[config.mk]
export PLATFORM = sky130hd
export DESIGN_NAME = booth_product_accumulator
export DESIGN_NICKNAME = d
export VERILOG_FILES = /design/src/rtl/booth_product_accumulator.sv
export SDC_FILE = /design/constraint.sdc
export NUM_CORES = 1
export LEC_CHECK = 0
export ABC_AREA = 1
export BUFFER_PORTS_ARGS = -buffer_cell sky130_fd_sc_hd__buf_4
export CORE_MARGIN = 8
export CORE_UTILIZATION = 42
export CTS_BUF_LIST = sky130_fd_sc_hd__clkbuf_8
export CTS_CLUSTER_SIZE = 40
export DETAILED_ROUTE_END_ITERATION = 6
export SKIP_CTS_REPAIR_TIMING = 1
export SYNTH_ARGS = -nofsm -noshare
export SYNTH_HDL_FRONTEND = slang
export SYNTH_SLANG_ARGS = --single-unit
[constraint.sdc]
create_clock -name clk -period 2.5 [get_ports clk]
set_clock_uncertainty 0.1 [all_clocks]
set_input_delay 0.25 -clock clk [delete_from_list [all_inputs] [get_ports clk]]
set_output_delay 0.25 -clock clk [all_outputs]
set_load 0.03 [all_outputs]
[src/rtl/booth_product_accumulator.sv]
// Signed product accumulator: sums up to N_TERMS products per result over valid/ready handshakes.
// Optional macro BOOTH_ACC_SAT_EN makes each add saturate instead of wrapping.
module booth_product_accumulator #(
  parameter int P_W     = 8,
  parameter int ACC_W   = 16,
  parameter int N_TERMS = 4,
  localparam int CNT_W  = $clog2(N_TERMS + 1)
) (
  input  logic             clk,
  input  logic             rst_n,
  input  logic             clear,
  input  logic             in_valid,
  output logic             in_ready,
  input  logic [P_W-1:0]   in_product,
  input  logic             in_last,
  output logic             out_valid,
  input  logic             out_ready,
  output logic [ACC_W-1:0] out_sum,
  output logic [CNT_W-1:0] out_count,
  output logic             out_ovf
);

  typedef enum logic {ST_ACCUM = 1'b0, ST_HOLD = 1'b1} state_t;

  localparam logic [CNT_W-1:0] LAST_CNT = CNT_W'(N_TERMS - 1);

`ifdef BOOTH_ACC_SAT_EN
  localparam logic [ACC_W-1:0] ACC_MAX = {1'b0, {(ACC_W-1){1'b1}}};
  localparam logic [ACC_W-1:0] ACC_MIN = {1'b1, {(ACC_W-1){1'b0}}};
`endif

  state_t           state_q, state_d;
  logic [ACC_W-1:0] acc_q, acc_d;
  logic [CNT_W-1:0] cnt_q, cnt_d;
  logic             ovf_q, ovf_d;
  logic             in_ready_q, in_ready_d;
  logic             out_valid_q, out_valid_d;
  logic [ACC_W-1:0] out_sum_q, out_sum_d;
  logic [CNT_W-1:0] out_count_q, out_count_d;
  logic             out_ovf_q, out_ovf_d;

  logic [ACC_W-1:0] prod_ext;
  logic [ACC_W-1:0] sum_raw;
  logic [ACC_W-1:0] sum_sel;
  logic             add_ovf;
  logic             accept;
  logic             close;
  logic [CNT_W-1:0] cnt_inc;

  always_comb begin
    prod_ext = {{(ACC_W-P_W){in_product[P_W-1]}}, in_product};
    sum_raw  = acc_q + prod_ext;
    // Overflow only possible when both operands share a sign.
    add_ovf  = (acc_q[ACC_W-1] == prod_ext[ACC_W-1]) &&
               (sum_raw[ACC_W-1] != acc_q[ACC_W-1]);
`ifdef BOOTH_ACC_SAT_EN
    if (add_ovf) begin
      sum_sel = acc_q[ACC_W-1] ? ACC_MIN : ACC_MAX;
    end else begin
      sum_sel = sum_raw;
    end
`else
    sum_sel = sum_raw;
`endif
    cnt_inc = cnt_q + CNT_W'(1);
    accept  = in_valid && in_ready_q;
    close   = accept && (in_last || (cnt_q == LAST_CNT));
  end

  always_comb begin
    state_d     = state_q;
    acc_d       = acc_q;
    cnt_d       = cnt_q;
    ovf_d       = ovf_q;
    in_ready_d  = in_ready_q;
    out_valid_d = out_valid_q;
    out_sum_d   = out_sum_q;
    out_count_d = out_count_q;
    out_ovf_d   = out_ovf_q;

    if (clear) begin
      state_d     = ST_ACCUM;
      acc_d       = '0;
      cnt_d       = '0;
      ovf_d       = 1'b0;
      in_ready_d  = 1'b1;
      out_valid_d = 1'b0;
    end else begin
      case (state_q)
        ST_ACCUM: begin
          if (accept) begin
            acc_d = sum_sel;
            cnt_d = cnt_inc;
            ovf_d = ovf_q | add_ovf;
          end
          if (close) begin
            state_d     = ST_HOLD;
            in_ready_d  = 1'b0;
            out_valid_d = 1'b1;
            out_sum_d   = sum_sel;
            out_count_d = cnt_inc;
            out_ovf_d   = ovf_q | add_ovf;
          end
        end
        ST_HOLD: begin
          if (out_ready) begin
            state_d     = ST_ACCUM;
            acc_d       = '0;
            cnt_d       = '0;
            ovf_d       = 1'b0;
            in_ready_d  = 1'b1;
            out_valid_d = 1'b0;
          end
        end
        default: begin
          state_d     = ST_ACCUM;
          in_ready_d  = 1'b1;
          out_valid_d = 1'b0;
        end
      endcase
    end
  end

  always_ff @(posedge clk or negedge rst_n) begin
    if (!rst_n) begin
      state_q     <= ST_ACCUM;
      acc_q       <= '0;
      cnt_q       <= '0;
      ovf_q       <= 1'b0;
      in_ready_q  <= 1'b1;
      out_valid_q <= 1'b0;
      out_sum_q   <= '0;
      out_count_q <= '0;
      out_ovf_q   <= 1'b0;
    end else begin
      state_q     <= state_d;
      acc_q       <= acc_d;
      cnt_q       <= cnt_d;
      ovf_q       <= ovf_d;
      in_ready_q  <= in_ready_d;
      out_valid_q <= out_valid_d;
      out_sum_q   <= out_sum_d;
      out_count_q <= out_count_d;
      out_ovf_q   <= out_ovf_d;
    end
  end

  assign in_ready  = in_ready_q;
  assign out_valid = out_valid_q;
  assign out_sum   = out_sum_q;
  assign out_count = out_count_q;
  assign out_ovf   = out_ovf_q;

endmodule

==> impl_metrics.csv, run 1 <==
group,metric,value,unit
logic_synthesis,synth_edf_count,0,
clock_tree,cts-root-buf,"clkbuf_8",
detailed_routing,routed_via_density,4.85,
placement,hpwl,4.13,mm
pwr,power_leakage,0.00165,uW
timing,whs,0.242,ns
floorplan,die_height,94.1,um
run_status,outcome,"completed",
detailed_routing,firstDrtPassIters,4,
logic_synthesis,synthDistinctLibCells,35,
critical_path,critPathMaxFanout,32,
logic_synthesis,netlist_area,2560,sq um
global_routing,grt_pass1_vias,2065,
logic_synthesis,synth_area_leader_cell,"dfrtp_1",
floorplan,ios,36,
finish,area_growth,15.7,%
critical_path,start_kind,"flip-flop",
global_routing,antenna_found_initial,0,
global_routing,grt_max_degree,44,
clock_tree,cts_htree_levels,2,
logic_synthesis,synth-seq-cells,43,
clock_tree,clk_pin_slew,0.08,ns
floorplan,initial_core_util,43.2,%
critical_path,worstSetupEndpointType,"flip-flop",
global_routing,grt_overflow,0,
placement,io_buffers,35,
placement,place_ws,0.350,ns
detailed_routing,drtIter0Drc,115,
floorplan,row_count,28,
timing,rsz0062_at_grt,"false",
detailed_routing,routed_wl,5.49,mm
clock_tree,cts_sinks,43,
flow_run,max_cap_violations,0,
timing,relSlewSlack,58.9,%
logic_synthesis,synth_top_area_share,41.1,%
logic_synthesis,yosysWarnings,0,
logic_synthesis,synthFlopType,"dfrtp_1",
detailed_routing,ant_nets,0,
timing,fmax,0.467,GHz
clock_tree,clk-insertion-delay-late,0.30,ns
timing,tightestPinTransition,0.615,ns
timing,min_period,2.14,ns
pwr,vdd_ir_drop_max,0.461,mV
logic_synthesis,post_synth.cell_area_avg,7.95,sq um
global_routing,grt_first_pass_wirelength,9.54,mm
finish,postLayoutCoreUtil,50.0,%
detailed_routing,highest-signal-layer,"met4",
detailed_routing,routed-via-count,2110,
timing,slew_violations,0,
logic_synthesis,synth_nets,354,
logic_synthesis,synth.top_cells.by_count,"114 x nand2_1, 42 x dfrtp_1, 34 x inv_1",
logic_synthesis,synthCells,322,
floorplan,die_w,94.1,um
detailed_routing,wl_per_cell,12.6,um
timing,final.setup.tns,0,ns
finish,final_area,2960,sq um
critical_path,crit_type,"flip-flop to flip-flop",
detailed_routing,wl_met2,2.54,mm
global_routing,grt_use_total,13.3,%
pwr,powerDensity,887,nW/um^2
clock_tree,cts_buffers,5,
detailed_routing,wl_met3,319,um
timing,fin_crit_sh,85.7,%
finish,layout.nets,391,
clock_tree,cts_buffer_depth,2,
finish,drive_gt1_share,17.5,%
floorplan,coreArea,5920,sq um
hold_path,hold_path_class,"input pin to flip-flop",
logic_synthesis,yosysSeqAreaShare,42.1,%
timing,hold_violations,0,
placement,placed_area,2870,sq um
detailed_routing,drc,0,
timing,setup_viol_count_final,0,
placement,place_congestion,0.841,
logic_synthesis,async_flop_share,100,%
logic_synthesis,synth_most_common_cell,"nand2_1",
floorplan,dieArea,8850,sq um
finish,diodes,0,
logic_synthesis,synthTopCellsByArea,"dfrtp_1 41%, nand2_1 17%, ha_1 8.3%",
detailed_routing,wl_met1,2.58,mm
critical_path,arrival,2.21,ns
clock_tree,cts_tree,"yes",
critical_path,cp.required,2.57,ns
timing,setup_ws,0.358,ns
power breakdown:
group	total [uW]	switching [uW]	internal, uW
Combinational	1190	758	430
Clock	440	248	192
Sequential	997	110	887
layout by cell type (no fill, tap or decap), types with 2 or more instances in the layout:
| cell | instances |
|---|---|
| nand2_1 | 114 |
| dfrtp_1 | 42 |
| inv_1 | 35 |
| buf_4 | 35 |
| nand3_1 | 23 |
| ha_1 | 17 |
| a21oi_1 | 14 |
| o21ai_0 | 13 |
| nor2_1 | 10 |
| o21ai_2 | 10 |
| nand3b_1 | 6 |
| clkbuf_8 | 5 |
| inv_2 | 4 |
| xor2_1 | 4 |
| nand4_1 | 3 |
| xnor2_1 | 2 |
| nor3_1 | 2 |
| o22ai_1 | 2 |
| o21ai_1 | 2 |
state kept, by name, indices dropped and copies added, names as in the netlist:
register   cells
cnt_q          3
out_sum       16
out_ovf        1
acc_q         16
state_q        1
ovf_q          1
out_count      3
in_ready       1
out_valid      1
per-stage QoR:
stage	power, uW	std cells
2_1_floorplan	1820	322
3_3_place_gp	2200	426
3_5_place_dp	2210	426
4_1_cts	2660	434
5_1_grt	2820	435
6_report	2630	435
worst max-delay path, cell delays in order, from the launching register on:
cell     delay, ns
dfstp_2       0.55
nand2_1       0.16
nor2_8        0.24
inv_2         0.15
nor2_4        0.27
inv_2         0.32
nand2_1       0.16
o21ai_2       0.06
final cells by class:
cell class | instances | area (sq um)
flip-flops and latches | 43 | 1080
inverters | 38 | 143
fillers | 594 | 2960
well taps | 75 | 93.8
repair buffers | 36 | 273
clock buffers | 5 | 68.8
multi-input cells | 235 | 1290
clock inverters | 3 | 16.3
layer usage:
metal | GRT usage [%] | vias to the layer above
met2 | 22.0 | 34
met3 | 4.00 | 6
met1 | 16.5 | 962
met5 | 0 | -
met4 | 3.04 | 0
li1 | - | 1108
cells by family (layout without fill, tap and decap cells):
group	count (synthesis)	after routing	share of synthesized area [%]
buf+inv	44	82	7.53
fa+ha+maj	18	18	9.10
simple gates	167	167	28.7
compound gates	44	44	10.5
xor+xnor	6	6	2.05
flops	43	43	42.1
path summary, 6_finish.rpt:
check                                      start                 endpoint  slack, ns  cells after the start
min reg2reg                out_valid$_DFFE_PN0P_    out_valid$_DFFE_PN0P_       0.38                      2
max reg2reg                 in_ready$_DFFE_PN1P_   out_sum[6]$_DFFE_PN0P_       0.36                      7
max in group asynchronous                  rst_n     in_ready$_DFFE_PN1P_       1.54                      2
min                                in_product[0]   out_sum[0]$_DFFE_PN0P_       0.24                      4
min in group asynchronous                  rst_n  out_sum[12]$_DFFE_PN0P_       0.38                      2
max                         in_ready$_DFFE_PN1P_   out_sum[6]$_DFFE_PN0P_       0.36                      7
Note: power is estimated with default switching activity, not from simulation.
==> run 2, diff against run 1 <==
--- a/config.mk
+++ b/config.mk
@@ -7,12 +7,13 @@
 export LEC_CHECK = 0
 export ABC_AREA = 1
 export BUFFER_PORTS_ARGS = -buffer_cell sky130_fd_sc_hd__buf_4
-export CORE_MARGIN = 8
+export CORE_MARGIN = 3
 export CORE_UTILIZATION = 42
 export CTS_BUF_LIST = sky130_fd_sc_hd__clkbuf_8
 export CTS_CLUSTER_SIZE = 40
 export DETAILED_ROUTE_END_ITERATION = 6
 export SKIP_CTS_REPAIR_TIMING = 1
+export SLEW_MARGIN = 15
 export SYNTH_ARGS = -nofsm -noshare
 export SYNTH_HDL_FRONTEND = slang
 export SYNTH_SLANG_ARGS = --single-unit
==> impl_metrics.csv, run 2 (same netlist as run 1, synthesis figures left out) <==
group,metric,value,unit
clock_tree,clk_pin_slew,0.09,ns
clock_tree,cts_tree,"yes",
timing,rsz0062_at_grt,"false",
critical_path,worstSetupEndpointType,"flip-flop",
timing,fmax,0.458,GHz
run_status,outcome,"completed",
critical_path,reg2reg_from,"in_ready$_DFFE_PN1P_",
finish,final_cell_mix,"114 x nand2_1, 42 x dfrtp_1, 35 x buf_4",
timing,min_period,2.19,ns
timing,slew_violations,0,
critical_path,critPathMaxFanout,32,
finish,layoutNonFillerInstCount,432,
finish,area_growth,16.8,%
detailed_routing,routed_wl,5.39,mm
detailed_routing,firstDrtPassIters,4,
timing,hold_violations,0,
placement,dpl.cell_count,423,
finish,final_common_cell,"nand2_1",
critical_path,crit_type,"flip-flop to flip-flop",
clock_tree,cts_htree_levels,2,
timing,tightestPinTransition,0.613,ns
global_routing,antenna_found_initial,0,
global_routing,grt_pass1_vias,2127,
timing,fin_crit_sh,87.4,%
detailed_routing,drtIter0Drc,104,
finish,drive_gt1_share,17.8,%
floorplan,row_count,27,
floorplan,die_w,84.1,um
clock_tree,cts_buffer_depth,2,
finish,diodes,0,
global_routing,grt_overflow,0,
critical_path,arrival,2.25,ns
hold_path,min_from,"in_product[0]",
timing,final.setup.tns,0,ns
finish,layout.nets,391,
critical_path,start_kind,"flip-flop",
hold_path,hold_path_class,"input pin to flip-flop",
pwr,power_leakage,0.00167,uW
timing,setup_viol_count_final,0,
pwr,vdd_ir_drop_max,0.420,mV
detailed_routing,routed_via_density,4.94,
floorplan,ios,36,
floorplan,die_height,84.1,um
floorplan,initial_core_util,44.8,%
detailed_routing,wl_per_cell,12.5,um
global_routing,grt_use_total,16.4,%
detailed_routing,drc,0,
detailed_routing,ant_nets,0,
critical_path,setup.worst_path.start,"in_ready$_DFFE_PN1P_",
timing,relSlewSlack,59.1,%
placement,hpwl,4.03,mm
flow_run,max_cap_violations,0,
clock_tree,clk-insertion-delay-late,0.30,ns
critical_path,regToRegSetupSlack,0.31,ns
floorplan,coreArea,5710,sq um
placement,io_buffers,35,
global_routing,grt_first_pass_wirelength,9.53,mm
detailed_routing,routed-via-count,2134,
pwr,powerDensity,920,nW/um^2
clock_tree,cts_sinks,43,
clock_tree,cts-root-buf,"clkbuf_8",
placement,place_congestion,0.807,
floorplan,dieArea,7060,sq um
clock_tree,cts_buffers,5,
global_routing,grt_max_degree,44,
critical_path,cp.required,2.57,ns
[run 2: cell count changes in the layout (fill, tap and decap cells not counted)]
cell        change
clkbuf_8        +1
bufinv_16       +1
inv_1           -1
clkinvlp_4      -1
[run 2: stage by stage]
step / setup WS (ns) / area, sq um / hold slack, ns / power [uW] / util, %
after floorplan: 0.692 / 2560 / -0.146 / 1820 / -
after global placement: 0.391 / 2860 / 0.174 / 2180 / 50.1
after detailed placement: 0.325 / 2860 / 0.182 / 2210 / 50.1
after CTS: 0.296 / 2980 / -0.143 / 2780 / 52.2
after global routing: 0.157 / 2990 / 0.280 / 2950 / 52.4
final: 0.314 / 2990 / 0.239 / 2750 / 52.4
[run 2: layout make-up]
| type | count | area (sq um) |
|---|---|---|
| Fill cell | 573 | 2720 |
| Timing Repair Buffer | 36 | 273 |
| Sequential cell | 43 | 1080 |
| Multi-Input combinational cell | 235 | 1290 |
| Clock inverter | 2 | 35.0 |
| Inverter | 38 | 143 |
| Tap cell | 72 | 90.1 |
| Clock buffer | 6 | 82.6 |
[run 2: worst paths after layout]
kind | end | cells after the start
worst max-delay path | out_sum[5]$_DFFE_PN0P_ | 7
worst min-delay path | out_sum[0]$_DFFE_PN0P_ | 4
worst max register to register | out_sum[5]$_DFFE_PN0P_ | 7
worst min register to register | out_valid$_DFFE_PN0P_ | 2
max in group asynchronous | acc_q[8]$_DFFE_PN0P_ | 2
min in group asynchronous | out_count[1]$_DFFE_PN0P_ | 2
[run 2: per-layer routing]
metal,GRT usage [%],part of all wire (%),vias up
met2,28.0,47,30
met5,0,0,-
met1,20.9,49,988
met3,3.65,3.6,6
met4,4.24,1.0,0
li1,-,-,1110
[run 2: critical path, cell delays in order (launching register included)]
cell     delay (ns)
dfstp_2        0.56
nand2_1        0.15
nor2_8         0.23
inv_2          0.15
nor2_4         0.29
inv_2          0.33
nand2_1        0.17
o21ai_2        0.06
[run 2: power by group]
part,internal (uW),switching [uW],leakage [uW]
sequential,887,110,0.000558
clock,323,245,0.0000612
combinational,430,756,0.00105
total,1640,1110,0.00167
==> run 3, diff against run 2 <==
--- a/config.mk
+++ b/config.mk
@@ -5,7 +5,6 @@
 export SDC_FILE = /design/constraint.sdc
 export NUM_CORES = 1
 export LEC_CHECK = 0
-export ABC_AREA = 1
 export BUFFER_PORTS_ARGS = -buffer_cell sky130_fd_sc_hd__buf_4
 export CORE_MARGIN = 3
 export CORE_UTILIZATION = 42
==> impl_metrics.csv, run 3 <==
group,metric,value,unit
finish,area_growth,20.8,%
clock_tree,cts_sinks,43,
logic_synthesis,yosysSeqAreaShare,43.0,%
logic_synthesis,synthTopCellsByArea,"dfrtp_1 42%, ha_1 8.5%, nand2_1 6.9%",
detailed_routing,wl_per_cell,14.9,um
detailed_routing,drc,0,
timing,relSlewSlack,64.3,%
placement,dpl.cell_count,357,
detailed_routing,routed_wl,5.45,mm
clock_tree,cts_htree_levels,2,
critical_path,slowest_stage,"dfrtp_1",
critical_path,start_kind,"flip-flop",
flow_run,max_cap_violations,0,
clock_tree,cts_buffer_depth,2,
finish,final_area,3030,sq um
finish,layoutNonFillerInstCount,366,
finish,drive_gt1_share,24.5,%
timing,final.setup.tns,0,ns
critical_path,critPathMaxFanout,4,
critical_path,cp.required,2.57,ns
pwr,powerDensity,913,nW/um^2
timing,setup_viol_count_final,0,
floorplan,initial_core_util,44.4,%
logic_synthesis,netlist_area,2510,sq um
timing,rsz0062_at_grt,"false",
logic_synthesis,synth.top_cells.by_count,"46 x nand2_1, 42 x dfrtp_1, 17 x ha_1",
pwr,vdd_ir_drop_max,0.623,mV
logic_synthesis,post_synth.cell_area_avg,10.1,sq um
global_routing,grt_first_pass_wirelength,9.32,mm
global_routing,grt_overflow,0,
clock_tree,cts-root-buf,"clkbuf_8",
detailed_routing,firstDrtPassIters,4,
logic_synthesis,synthDistinctLibCells,55,
global_routing,grt_pass1_vias,1996,
placement,place_congestion,0.874,
logic_synthesis,synth_nets,281,
logic_synthesis,synthCells,249,
logic_synthesis,synth_most_common_cell,"nand2_1",
logic_synthesis,synth_edf_count,0,
finish,final_cell_mix,"46 x nand2_1, 45 x buf_4, 42 x dfrtp_1",
floorplan,coreArea,5640,sq um
placement,placed_area,2890,sq um
timing,tightestPinTransition,0.536,ns
critical_path,arrival,2.45,ns
detailed_routing,routed-via-count,1946,
logic_synthesis,synth_adder_area_share,9.28,%
floorplan,dieArea,6930,sq um
logic_synthesis,synthFlopType,"dfrtp_1",
timing,hold_violations,0,
logic_synthesis,synth_area_leader_cell,"dfrtp_1",
critical_path,crit_type,"flip-flop to flip-flop",
logic_synthesis,synthSimpleGateAreaFrac,14.7,%
placement,io_buffers,35,
logic_synthesis,synth-seq-cells,43,
timing,min_period,2.37,ns
detailed_routing,routed_via_density,5.32,
clock_tree,clk-insertion-delay-late,0.29,ns
critical_path,cp_slowest_stage_delay,0.39,ns
timing,fmax,0.422,GHz
finish,postLayoutCoreUtil,53.7,%
detailed_routing,drtIter0Drc,66,
run_status,outcome,"completed",
finish,diodes,0,
global_routing,grt_use_total,16.1,%
critical_path,path_cells,"ha_1, inv_1, fa_1, nor2b_1, o31a_1, o31a_4, a31oi_4, xnor2_1, mux2_2",
finish,layout.nets,325,
global_routing,grt_max_degree,44,
logic_synthesis,synth_compound_area_share,20.7,%
clock_tree,cts_tree,"yes",
logic_synthesis,synth_top_family_by_area,"compound AO/OA/AOI/OAI gates",
logic_synthesis,async_flop_share,100,%
placement,hpwl,4.01,mm
logic_synthesis,synth-xor-area-share,4.74,%
detailed_routing,ant_nets,0,
clock_tree,cts_buffers,5,
finish,final_common_cell,"nand2_1",
logic_synthesis,synth_mux_area_share,4.79,%
floorplan,ios,36,
pwr,power_leakage,0.00149,uW
timing,fin_crit_sh,94.9,%
floorplan,die_height,83.3,um
floorplan,die_w,83.3,um
floorplan,row_count,27,
timing,slew_violations,0,
logic_synthesis,yosysWarnings,0,
critical_path,worstSetupEndpointType,"flip-flop",
logic_synthesis,synth_top_area_share,41.9,%
clock_tree,clk_pin_slew,0.09,ns
hold_path,hold_path_class,"input pin to flip-flop",
global_routing,antenna_found_initial,0,
## run 3: changes by cell type in the layout (fill, tap and decap cells not counted), sizes merged, moves of 6 or more
cell | before | now
o21ai | 25 | 19
buf | 35 | 45
inv | 38 | 7
a22o | 0 | 11
a21o | 0 | 7
nand2 | 114 | 46
nand3 | 24 | 2
mux2i | 0 | 6
a21oi | 15 | 9
## run 3: cell type report
type / count / area [sq um]
clock buffers: 5 / 68.8
inverters: 6 / 22.5
clock inverters: 3 / 63.8
multi-input cells: 191 / 1360
flip-flops and latches: 43 / 1080
well taps: 72 / 90.1
repair buffers: 46 / 348
fillers: 512 / 2610
## run 3: path summary, 6_finish.rpt
kind                                             start  cells past startpoint  slack [ns]                 endpoint
worst max-delay path              acc_q[0]$_DFFE_PN0P_                      9        0.13  out_sum[10]$_DFFE_PN0P_
worst min register to register  out_sum[0]$_DFFE_PN0P_                      2        0.38   out_sum[0]$_DFFE_PN0P_
worst min-delay path                         out_ready                      2        0.04        state_q$_DFF_PN0_
worst max register to register    acc_q[0]$_DFFE_PN0P_                      9        0.13  out_sum[10]$_DFFE_PN0P_
min in group asynchronous                        rst_n                      2        0.38   out_sum[3]$_DFFE_PN0P_
max in group asynchronous                        rst_n                      2        1.54     in_ready$_DFFE_PN1P_
## run 3: routing by layer
metal  vias up  track usage (%)  wire length (um)  share of wire, %
met5         -                0                 0                 0
met4         0             3.12                20              0.37
met3         2             3.27               200               3.7
met2        36             26.2              2490                46
met1       930             22.3              2740                50
li1        978                -                 -                 -
## run 3: cell families after synthesis
group / after synthesis
flip-flops: 43
buffers and inverters: 15
AO/OA/AOI/OAI: 68
XOR/XNOR: 12
multiplexers: 11
AND/OR/NAND/NOR: 82
adder cells (fa/ha/maj): 18
## run 3: report_power, final
part	internal (uW)	switching (uW)	total, uW
clock	395	235	630
sequential	868	102	970
combinational	484	681	1170
total	1750	1020	2770
## run 3: metrics by stage
stage / setup slack (ns) / hold slack (ns) / power [uW]
floorplan: 0.303 / -0.146 / 1770
global placement: 0.163 / 0.178 / 2140
detailed placement: 0.154 / 0.177 / 2160
CTS: 0.135 / -0.148 / 2790
global route: 0.0225 / 0.0469 / 2940
finish: 0.128 / 0.0449 / 2770
## run 3: critical path, delay by kind of cell, from the launching register on
family | cells | cell delay (ns)
AND/OR/NAND/NOR | 1 | 0.07
flip-flops | 1 | 0.39
adder cells (fa/ha/maj) | 2 | 0.41
AO/OA/AOI/OAI | 3 | 0.80
buffers and inverters | 1 | 0.08
multiplexers | 1 | 0.28
XOR/XNOR | 1 | 0.13
